File: config.mk
export PLATFORM = sky130hd
export DESIGN_NAME = bc_level_sched
export DESIGN_NICKNAME = d
export VERILOG_FILES = /design/src/rtl/mfa_pkg.sv /design/src/rtl/bc_nz_counter.sv /design/src/rtl/bc_level_sched.sv
export SDC_FILE = /design/constraint.sdc
export NUM_CORES = 1
export LEC_CHECK = 0
export CAP_MARGIN = 0
export CORE_ASPECT_RATIO = 1.4
export CORE_MARGIN = 3
export CORE_UTILIZATION = 35
export DETAILED_ROUTE_END_ITERATION = 8
export PLACE_DENSITY_LB_ADDON = 0.1
export SLEW_MARGIN = 20
export SYNTH_ARGS = -nofsm -noshare
export SYNTH_HDL_FRONTEND = slang
export SYNTH_SLANG_ARGS = --single-unit
File: constraint.sdc
create_clock -name i_clk -period 5 [get_ports i_clk]
set_input_delay 1.25 -clock i_clk [delete_from_list [all_inputs] [get_ports i_clk]]
set_output_delay 1.25 -clock i_clk [all_outputs]
set_load 0.02 [all_outputs]
File: src/rtl/mfa_pkg.sv
// Shared types and sizing helpers for the box-count pyramid scheduler.
package mfa_pkg;

    typedef enum logic [1:0] {
        ST_IDLE  = 2'd0,
        ST_ARM   = 2'd1,
        ST_RUN   = 2'd2,
        ST_DRAIN = 2'd3
    } state_t;

    // Level register width; kept at least 1 bit so a single-level pyramid still elaborates.
    function automatic int lvl_w(input int box_idx);
        return (box_idx > 1) ? $clog2(box_idx) : 1;
    endfunction

    // sqg sweeps the full grid each level, emitting one write per 2x2 box.
    function automatic int wr_per_lvl(input int box_idx);
        return 1 << (2 * (box_idx - 1));
    endfunction

    // Side of the meaningful output region at level lvl.
    function automatic int valid_side(input int box_idx, input int lvl);
        return 1 << (box_idx - 1 - lvl);
    endfunction

endpackage

File: src/rtl/bc_nz_counter.sv
// Counts nonzero box-count writes landing inside the valid region of the current level.
// Count updates the cycle after each qualifying write; clears in ARM, held until the next ARM.
module bc_nz_counter
    import mfa_pkg::*;
#(
    parameter int BOX_IDX = 3,
    parameter int CW      = 8,
    parameter int LVL_W   = 2
) (
    input  logic                   i_clk,
    input  logic                   i_rst,
    input  logic                   i_clr,
    input  logic                   i_drain,
    input  logic                   i_wen,
    input  logic [LVL_W-1:0]       i_level,
    input  logic [2*BOX_IDX-1:0]   i_wr_addr,
    input  logic [CW-1:0]          i_wr_data,
    output logic [2*BOX_IDX-2:0]   o_nz_count,
    output logic                   o_stats_valid
);

    localparam int SW = BOX_IDX + 1;

    logic [SW-1:0]          w_side;
    logic [SW-1:0]          w_x;
    logic [SW-1:0]          w_y;
    logic                   w_hit;
    logic [2*BOX_IDX-2:0]   r_cnt;

    assign w_side = SW'(valid_side(BOX_IDX, int'(i_level)));
    assign w_x    = {1'b0, i_wr_addr[2*BOX_IDX-1:BOX_IDX]};
    assign w_y    = {1'b0, i_wr_addr[BOX_IDX-1:0]};
    assign w_hit  = i_wen && (i_wr_data != '0) && (w_x < w_side) && (w_y < w_side);

    always_ff @(posedge i_clk) begin
        if (i_rst) begin
            r_cnt <= '0;
        end else if (i_clr) begin
            r_cnt <= '0;
        end else if (w_hit) begin
            r_cnt <= r_cnt + 1'b1;
        end
    end

    assign o_nz_count    = r_cnt;
    assign o_stats_valid = i_drain;

endmodule

File: src/rtl/bc_level_sched.sv
// Steps the sqg box-sum engine through every pyramid level, ping-ponging two RAM banks.
// start is accepted only in IDLE; per-level stats are built only when LVL_STATS_EN is defined.
module bc_level_sched
    import mfa_pkg::*;
#(
    parameter int BOX_IDX = 3,
    parameter int CW      = 8
) (
    input  logic                        i_clk,
    input  logic                        i_rst,
    input  logic                        i_start,
    output logic                        o_busy,
    output logic                        o_done,
    output logic [lvl_w(BOX_IDX)-1:0]   o_level,
    output logic                        o_sqg_hold,
    output logic                        o_rd_bank,
    input  logic                        i_wen_sqg,
    input  logic [2*BOX_IDX-1:0]        i_wr_addr,
    input  logic [CW-1:0]               i_wr_data,
    output logic                        o_wen_bank0,
    output logic                        o_wen_bank1
`ifdef LVL_STATS_EN
    ,
    output logic [2*BOX_IDX-2:0]        o_nz_count,
    output logic                        o_stats_valid
`endif
);

    localparam int                LVL_W    = lvl_w(BOX_IDX);
    localparam int                CNT_W    = 2 * BOX_IDX - 1;
    localparam logic [CNT_W-1:0]  CNT_LAST = CNT_W'(wr_per_lvl(BOX_IDX) - 1);
    localparam logic [LVL_W-1:0]  LVL_LAST = LVL_W'(BOX_IDX - 1);

    state_t             r_state;
    logic               r_busy;
    logic               r_done;
    logic               r_sqg_hold;
    logic               r_rd_bank;
    logic [LVL_W-1:0]   r_level;
    logic [CNT_W-1:0]   r_wr_cnt;
    logic               w_run_wen;

    always_ff @(posedge i_clk) begin
        if (i_rst) begin
            r_state    <= ST_IDLE;
            r_busy     <= 1'b0;
            r_done     <= 1'b0;
            r_sqg_hold <= 1'b1;
            r_rd_bank  <= 1'b0;
            r_level    <= '0;
            r_wr_cnt   <= '0;
        end else begin
            r_done <= 1'b0;
            case (r_state)
                ST_IDLE: begin
                    if (i_start) begin
                        r_state   <= ST_ARM;
                        r_busy    <= 1'b1;
                        r_level   <= '0;
                        r_rd_bank <= 1'b0;
                    end
                end
                ST_ARM: begin
                    r_wr_cnt   <= '0;
                    r_sqg_hold <= 1'b0;
                    r_state    <= ST_RUN;
                end
                ST_RUN: begin
                    // Counter stops at the terminal count; the last write moves us to DRAIN instead.
                    if (i_wen_sqg) begin
                        if (r_wr_cnt == CNT_LAST) begin
                            r_state    <= ST_DRAIN;
                            r_sqg_hold <= 1'b1;
                        end else begin
                            r_wr_cnt <= r_wr_cnt + 1'b1;
                        end
                    end
                end
                ST_DRAIN: begin
                    if (r_level == LVL_LAST) begin
                        r_state <= ST_IDLE;
                        r_done  <= 1'b1;
                        r_busy  <= 1'b0;
                    end else begin
                        r_level   <= r_level + 1'b1;
                        r_rd_bank <= ~r_rd_bank;
                        r_state   <= ST_ARM;
                    end
                end
                default: r_state <= ST_IDLE;
            endcase
        end
    end

    // Writes always target the bank sqg is not reading; strobes outside RUN are dropped.
    assign w_run_wen   = i_wen_sqg && (r_state == ST_RUN);
    assign o_wen_bank1 = w_run_wen && !r_rd_bank;
    assign o_wen_bank0 = w_run_wen && r_rd_bank;

    assign o_busy     = r_busy;
    assign o_done     = r_done;
    assign o_level    = r_level;
    assign o_sqg_hold = r_sqg_hold;
    assign o_rd_bank  = r_rd_bank;

`ifdef LVL_STATS_EN
    bc_nz_counter #(
        .BOX_IDX (BOX_IDX),
        .CW      (CW),
        .LVL_W   (LVL_W)
    ) u_nz_counter (
        .i_clk         (i_clk),
        .i_rst         (i_rst),
        .i_clr         (r_state == ST_ARM),
        .i_drain       (r_state == ST_DRAIN),
        .i_wen         (w_run_wen),
        .i_level       (r_level),
        .i_wr_addr     (i_wr_addr),
        .i_wr_data     (i_wr_data),
        .o_nz_count    (o_nz_count),
        .o_stats_valid (o_stats_valid)
    );
`else
    logic w_unused_wr;
    assign w_unused_wr = ^{i_wr_addr, i_wr_data};
`endif

endmodule

==> Word-level counts from Yosys, hierarchy flattened <==
Index checks and enable logic that the tools add are counted.
{ "classes": {"n_eq_ne": 11, "reduce_logical": 13, "n_addsub": 2, "n_mux": 21, "bitwise_logic": 2} }
{ "op_table": {"columns": ["cell", "n"], "rows": [
  ["$reduce_and A3 Y1", 5],
  ["$ne A2 B2 Y1 const B", 6],
  ["$mux W2", 5],
  ["$mux W5", 2],
  ["$pmux W5 S2", 1],
  ["$mux W1", 8],
  ["$pmux W2 S4", 1],
  ["$eq A2 B2 Y1 const B", 3],
  ["$pmux W1 S2", 3],
  ["$add A5 B1 Y5 const B", 1],
  ["$eq A5 B4 Y1 const B", 1],
  ["$pmux W2 S2", 1],
  ["$reduce_bool A2 Y1", 2],
  ["$logic_and A1 B1 Y1", 3],
  ["$add A2 B1 Y2 const B", 1],
  ["$eq A2 B1 Y1 const B", 1],
  ["$logic_not A2 Y1", 1],
  ["$not A1 Y1", 2],
  ["$reduce_or A2 Y1", 1],
  ["$logic_not A1 Y1", 1]
]} }
{ "totals": {"elab_cells": 56, "ff_bits": 13, "output_inout_bits": 8} }

==> Longest topological paths before layout <==
{ "depth": {"ltp_word": 4, "ltp_mapped": 6} }

==> Worst setup path before layout <==
Ideal clock, no wire load.
{ "synth_path": {"path_type": "in2out", "startpoint": "in i_wen_sqg", "endpoint": "out o_wen_bank1", "n_path_buf": 0, "slack_ns": 2.177, "path_stages": 2, "arrival_time_ns": 1.573, "path_cell_list": "nand2_1 > nor2_1"} }
{ "synth_via": {"elab_chain_len": 2} }
{ "synth_rtl": {"columns": ["element", "line", "text"], "rows": [
  ["from (decl)", "bc_level_sched.sv:17", "input logic i_wen_sqg,"],
  ["$logic_and A1 B1 Y1", "bc_level_sched.sv:96", "assign w_run_wen = i_wen_sqg && (r_state == ST_RUN);"],
  ["$logic_and A1 B1 Y1", "bc_level_sched.sv:97", "assign o_wen_bank1 = w_run_wen && !r_rd_bank;"],
  ["to (decl)", "bc_level_sched.sv:21", "output logic o_wen_bank1"]
]} }
Every way passes these cells.

==> Worst setup path after layout <==
{ "layout_path": {"startpoint": "in i_wen_sqg", "endpoint": "out o_wen_bank0"} }
{ "layout_via": {"elab_chain_len": 2} }
{ "layout_rtl": {"columns": ["element", "line", "text"], "rows": [
  ["$logic_and A1 B1 Y1", "bc_level_sched.sv:96", null],
  ["$logic_and A1 B1 Y1", "bc_level_sched.sv:98", "assign o_wen_bank0 = w_run_wen && r_rd_bank;"],
  ["to (decl)", "bc_level_sched.sv:20", "output logic o_wen_bank0,"]
]} }
Every way passes these cells.

==> flow_metrics.env <==
export IMPL_initialDrtViolationCount=8
export IMPL_vias=640
export IMPL_power_share_combinational_pct=44.2
export IMPL_dpl_instance_area_sq_um=876
export IMPL_netlist_area_leader_share_pct=34.4
export IMPL_track_usage_pct=13.8
export IMPL_ys_top_cells_by_count="dfxtp_1 (13), ha_1 (9), nand3_1 (8)"
export IMPL_io_pins=26
export IMPL_tightest_slew_ns=0.367
export IMPL_fin_util_pct=45.2
export IMPL_dpl_hpwl_microns=1160
export IMPL_synth_area_sq_um=756
export IMPL_synth_nets=114
export IMPL_grt_max_degree=10
export IMPL_clock_latency_ns=0.27
export IMPL_grt_pass1_vias=667
export IMPL_seq_area_sq_um=260
export IMPL_diodes=0
export IMPL_multi_input_area_sq_um=457
export IMPL_power_switching_uw=140
export IMPL_ant_nets=0
export IMPL_crit_required_ns=3.75
export IMPL_crit_path_start_kind="primary input"
export IMPL_status="finished clean"
export IMPL_seq_power_share_pct=37.5
export IMPL_fp_dieH_microns=61.0
export IMPL_clock_sinks=13
export IMPL_yosysSeqAreaShare_pct=34.4
export IMPL_coreArea_sq_um=2000
export IMPL_setup_viol=0
export IMPL_cts_hold_buf=0
export IMPL_avgSynthCellArea_sq_um=8.69
export IMPL_post_cts_setup_buffer_count=0
export IMPL_antenna_found_initial=0
export IMPL_hold_violations=0
export IMPL_clk_path_buf_depth=2
export IMPL_synth_most_common_cell="dfxtp_1"
export IMPL_grt_ovfl_total=0
export IMPL_portBuffers=11
export IMPL_start_util_pct=37.8
export IMPL_slew_headroom_pct=75.5
export IMPL_clock_skew_ns=0.00106
export IMPL_die_x_microns=45.3
export IMPL_final_layout_size_suffix_gt1_share_pct=8.16
export IMPL_yosysTopAreaCell="dfxtp_1"
export IMPL_synthTopCellsByArea="dfxtp_1 (34%), ha_1 (15%), nand3_1 (5.3%), a21oi_1 (4.6%), o21ai_1 (3.3%)"
export IMPL_synth_seq_cells=13
export IMPL_power_leakage_uw=0.000362
export IMPL_synth_edff_count=0
export IMPL_criticalPathCategory="primary input to output port"
export IMPL_synthArstFlopShare_pct=0
export IMPL_fin_area_sq_um=902
export IMPL_grt_pass1_wl_microns=2740
export IMPL_ys_warn_count=0
export IMPL_fill_cells=218
export IMPL_layout_min_cycle_time_ns=3.95
export IMPL_gp_congestion=0.737
export IMPL_post_place_ws_ns=1.04
export IMPL_cts_root_buffer="clkbuf_4"
export IMPL_p_int_uw=220
export IMPL_ff2ff_setup_slack_ns=3.15
export IMPL_crit_path_end_kind="output port"
export IMPL_vias_per_cell=5.38
export IMPL_p_total_uw=359
export IMPL_hold_path_class="register to register"
export IMPL_syn_inst=87
export IMPL_fin_setup_tns_ns=0
export IMPL_wirelength_microns=1480
export IMPL_cts_tree="built"
export IMPL_row_count=19
export IMPL_finalCritPeriodShare_pct=79.0
export IMPL_cts_made_buffers=3
export IMPL_wl_per_cell_microns=12.4
export IMPL_nets=126
export IMPL_htree_levels=1
export IMPL_synth_cell_type_count=32
export IMPL_clkTransAtPathRegs_ns=0.08
export IMPL_post_cts_resized=0
export IMPL_power_density_nw_per_um2=398
export IMPL_swShare_pct=38.9
export IMPL_rsz0062_at_grt="no"
export IMPL_detail_route_drc_violations=0
export IMPL_drtPass1Iterations=4
export IMPL_synth_main_ff_cell="dfxtp_1"
export IMPL_power_share_clock_pct=18.4
export IMPL_max_cap_viol_count=0
export IMPL_clock_fmax_ghz=0.253
export IMPL_dieArea_sq_um=2760
export IMPL_cp_max_fo=7
export IMPL_fin_ws_ns=1.05
export IMPL_arrival_ns=2.70
export IMPL_maxSlewViolCount=0
export IMPL_synthToLayoutAreaGrowth_pct=19.4
export IMPL_peakVddDrop_v=0.000184
-- metal layers --
metal	global-route usage, %	wire length [microns]	vias to the layer above
met3	3.26	45	2
met5	0	0	-
met4	8.79	16	0
li1	-	-	332
met1	13.2	611	301
met2	25.5	802	5
-- registers in the layout, summed over array words and instances, names as in the netlist --
register and count:
r_wr_cnt 5, o_done 1, o_busy 1, o_level 2, o_sqg_hold 1, o_rd_bank 1, r_state 2
-- power by group through the flow --
stage	combinational [uW]	clock (uW)	sequential, uW
floorplan	109	0	142
global placement	157	0	136
detailed placement	161	0	137
CTS	161	69.8	134
global route	182	75.9	137
finish	159	66.0	135
-- cell type report --
| cell class | count | area share [%] |
|---|---|---|
| flip-flops and latches | 13 | 28.8 |
| repair buffers | 11 | 12.2 |
| well taps | 21 | 2.91 |
| inverters | 6 | 2.50 |
| clock buffers | 4 | 2.91 |
| multi-input cells | 64 | 50.6 |
-- worst max-delay path, stage by stage --
cell and delay, ns:
clkdlybuf4s50_1 0.65, and3_1 0.20, clkdlybuf4s50_1 0.60
-- stage by stage --
step | hold WS (ns) | std cells
floorplan | 0.448 | 87
global placement | 0.457 | 115
detailed placement | 0.463 | 115
CTS | 0.475 | 119
global route | 0.507 | 119
finish | 0.470 | 119
-- layout by cell type (no fill, tap or decap) --
cell type	netlist	routed
nor2b_1	1	1
or2_2	1	1
inv_1	5	5
nand2b_1	2	2
nor3_1	1	1
nand4b_1	2	2
or2_0	2	2
a211oi_2	1	1
nand2_1	2	2
a311oi_1	1	1
mux2i_1	1	1
and2_1	2	2
a211oi_1	1	1
nor2_1	5	5
o21a_1	1	1
or3_1	1	1
clkdlybuf4s50_1	0	11
a21bo_2	1	1
a31oi_1	2	2
a21boi_1	1	1
and3_1	3	3
o21ai_1	5	5
a22oi_1	1	1
xor2_1	1	1
inv_2	1	1
clkbuf_1	3	1
nand3_1	8	8
a21oi_1	7	7
clkbuf_4	0	3
dfxtp_1	13	13
ha_1	9	9
nand3b_4	1	1
a21o_1	1	1
-- path summary, 6_finish.rpt --
kind | from | endpoint | cells after the start
hold reg to reg | r_wr_cnt[4] | r_wr_cnt[4] | 2
setup / recovery | i_wen_sqg | o_wen_bank0 | 3
hold / removal | r_wr_cnt[4] | r_wr_cnt[4] | 2
setup reg to reg | r_wr_cnt[0] | r_wr_cnt[3] | 6
-- logic make-up (layout without fill, tap and decap cells) --
group | count (synthesis) | in the layout | synth area share [%]
AO/OA/AOI/OAI | 22 | 22 | 18.7
XOR/XNOR | 1 | 1 | 1.16
adder cells (fa/ha/maj) | 9 | 9 | 14.9
buffers and inverters | 10 | 21 | 5.13
flip-flops | 13 | 13 | 34.4
multiplexers | 1 | 1 | 1.32
AND/OR/NAND/NOR | 31 | 31 | 24.3
(Power assumes the default switching activity.)
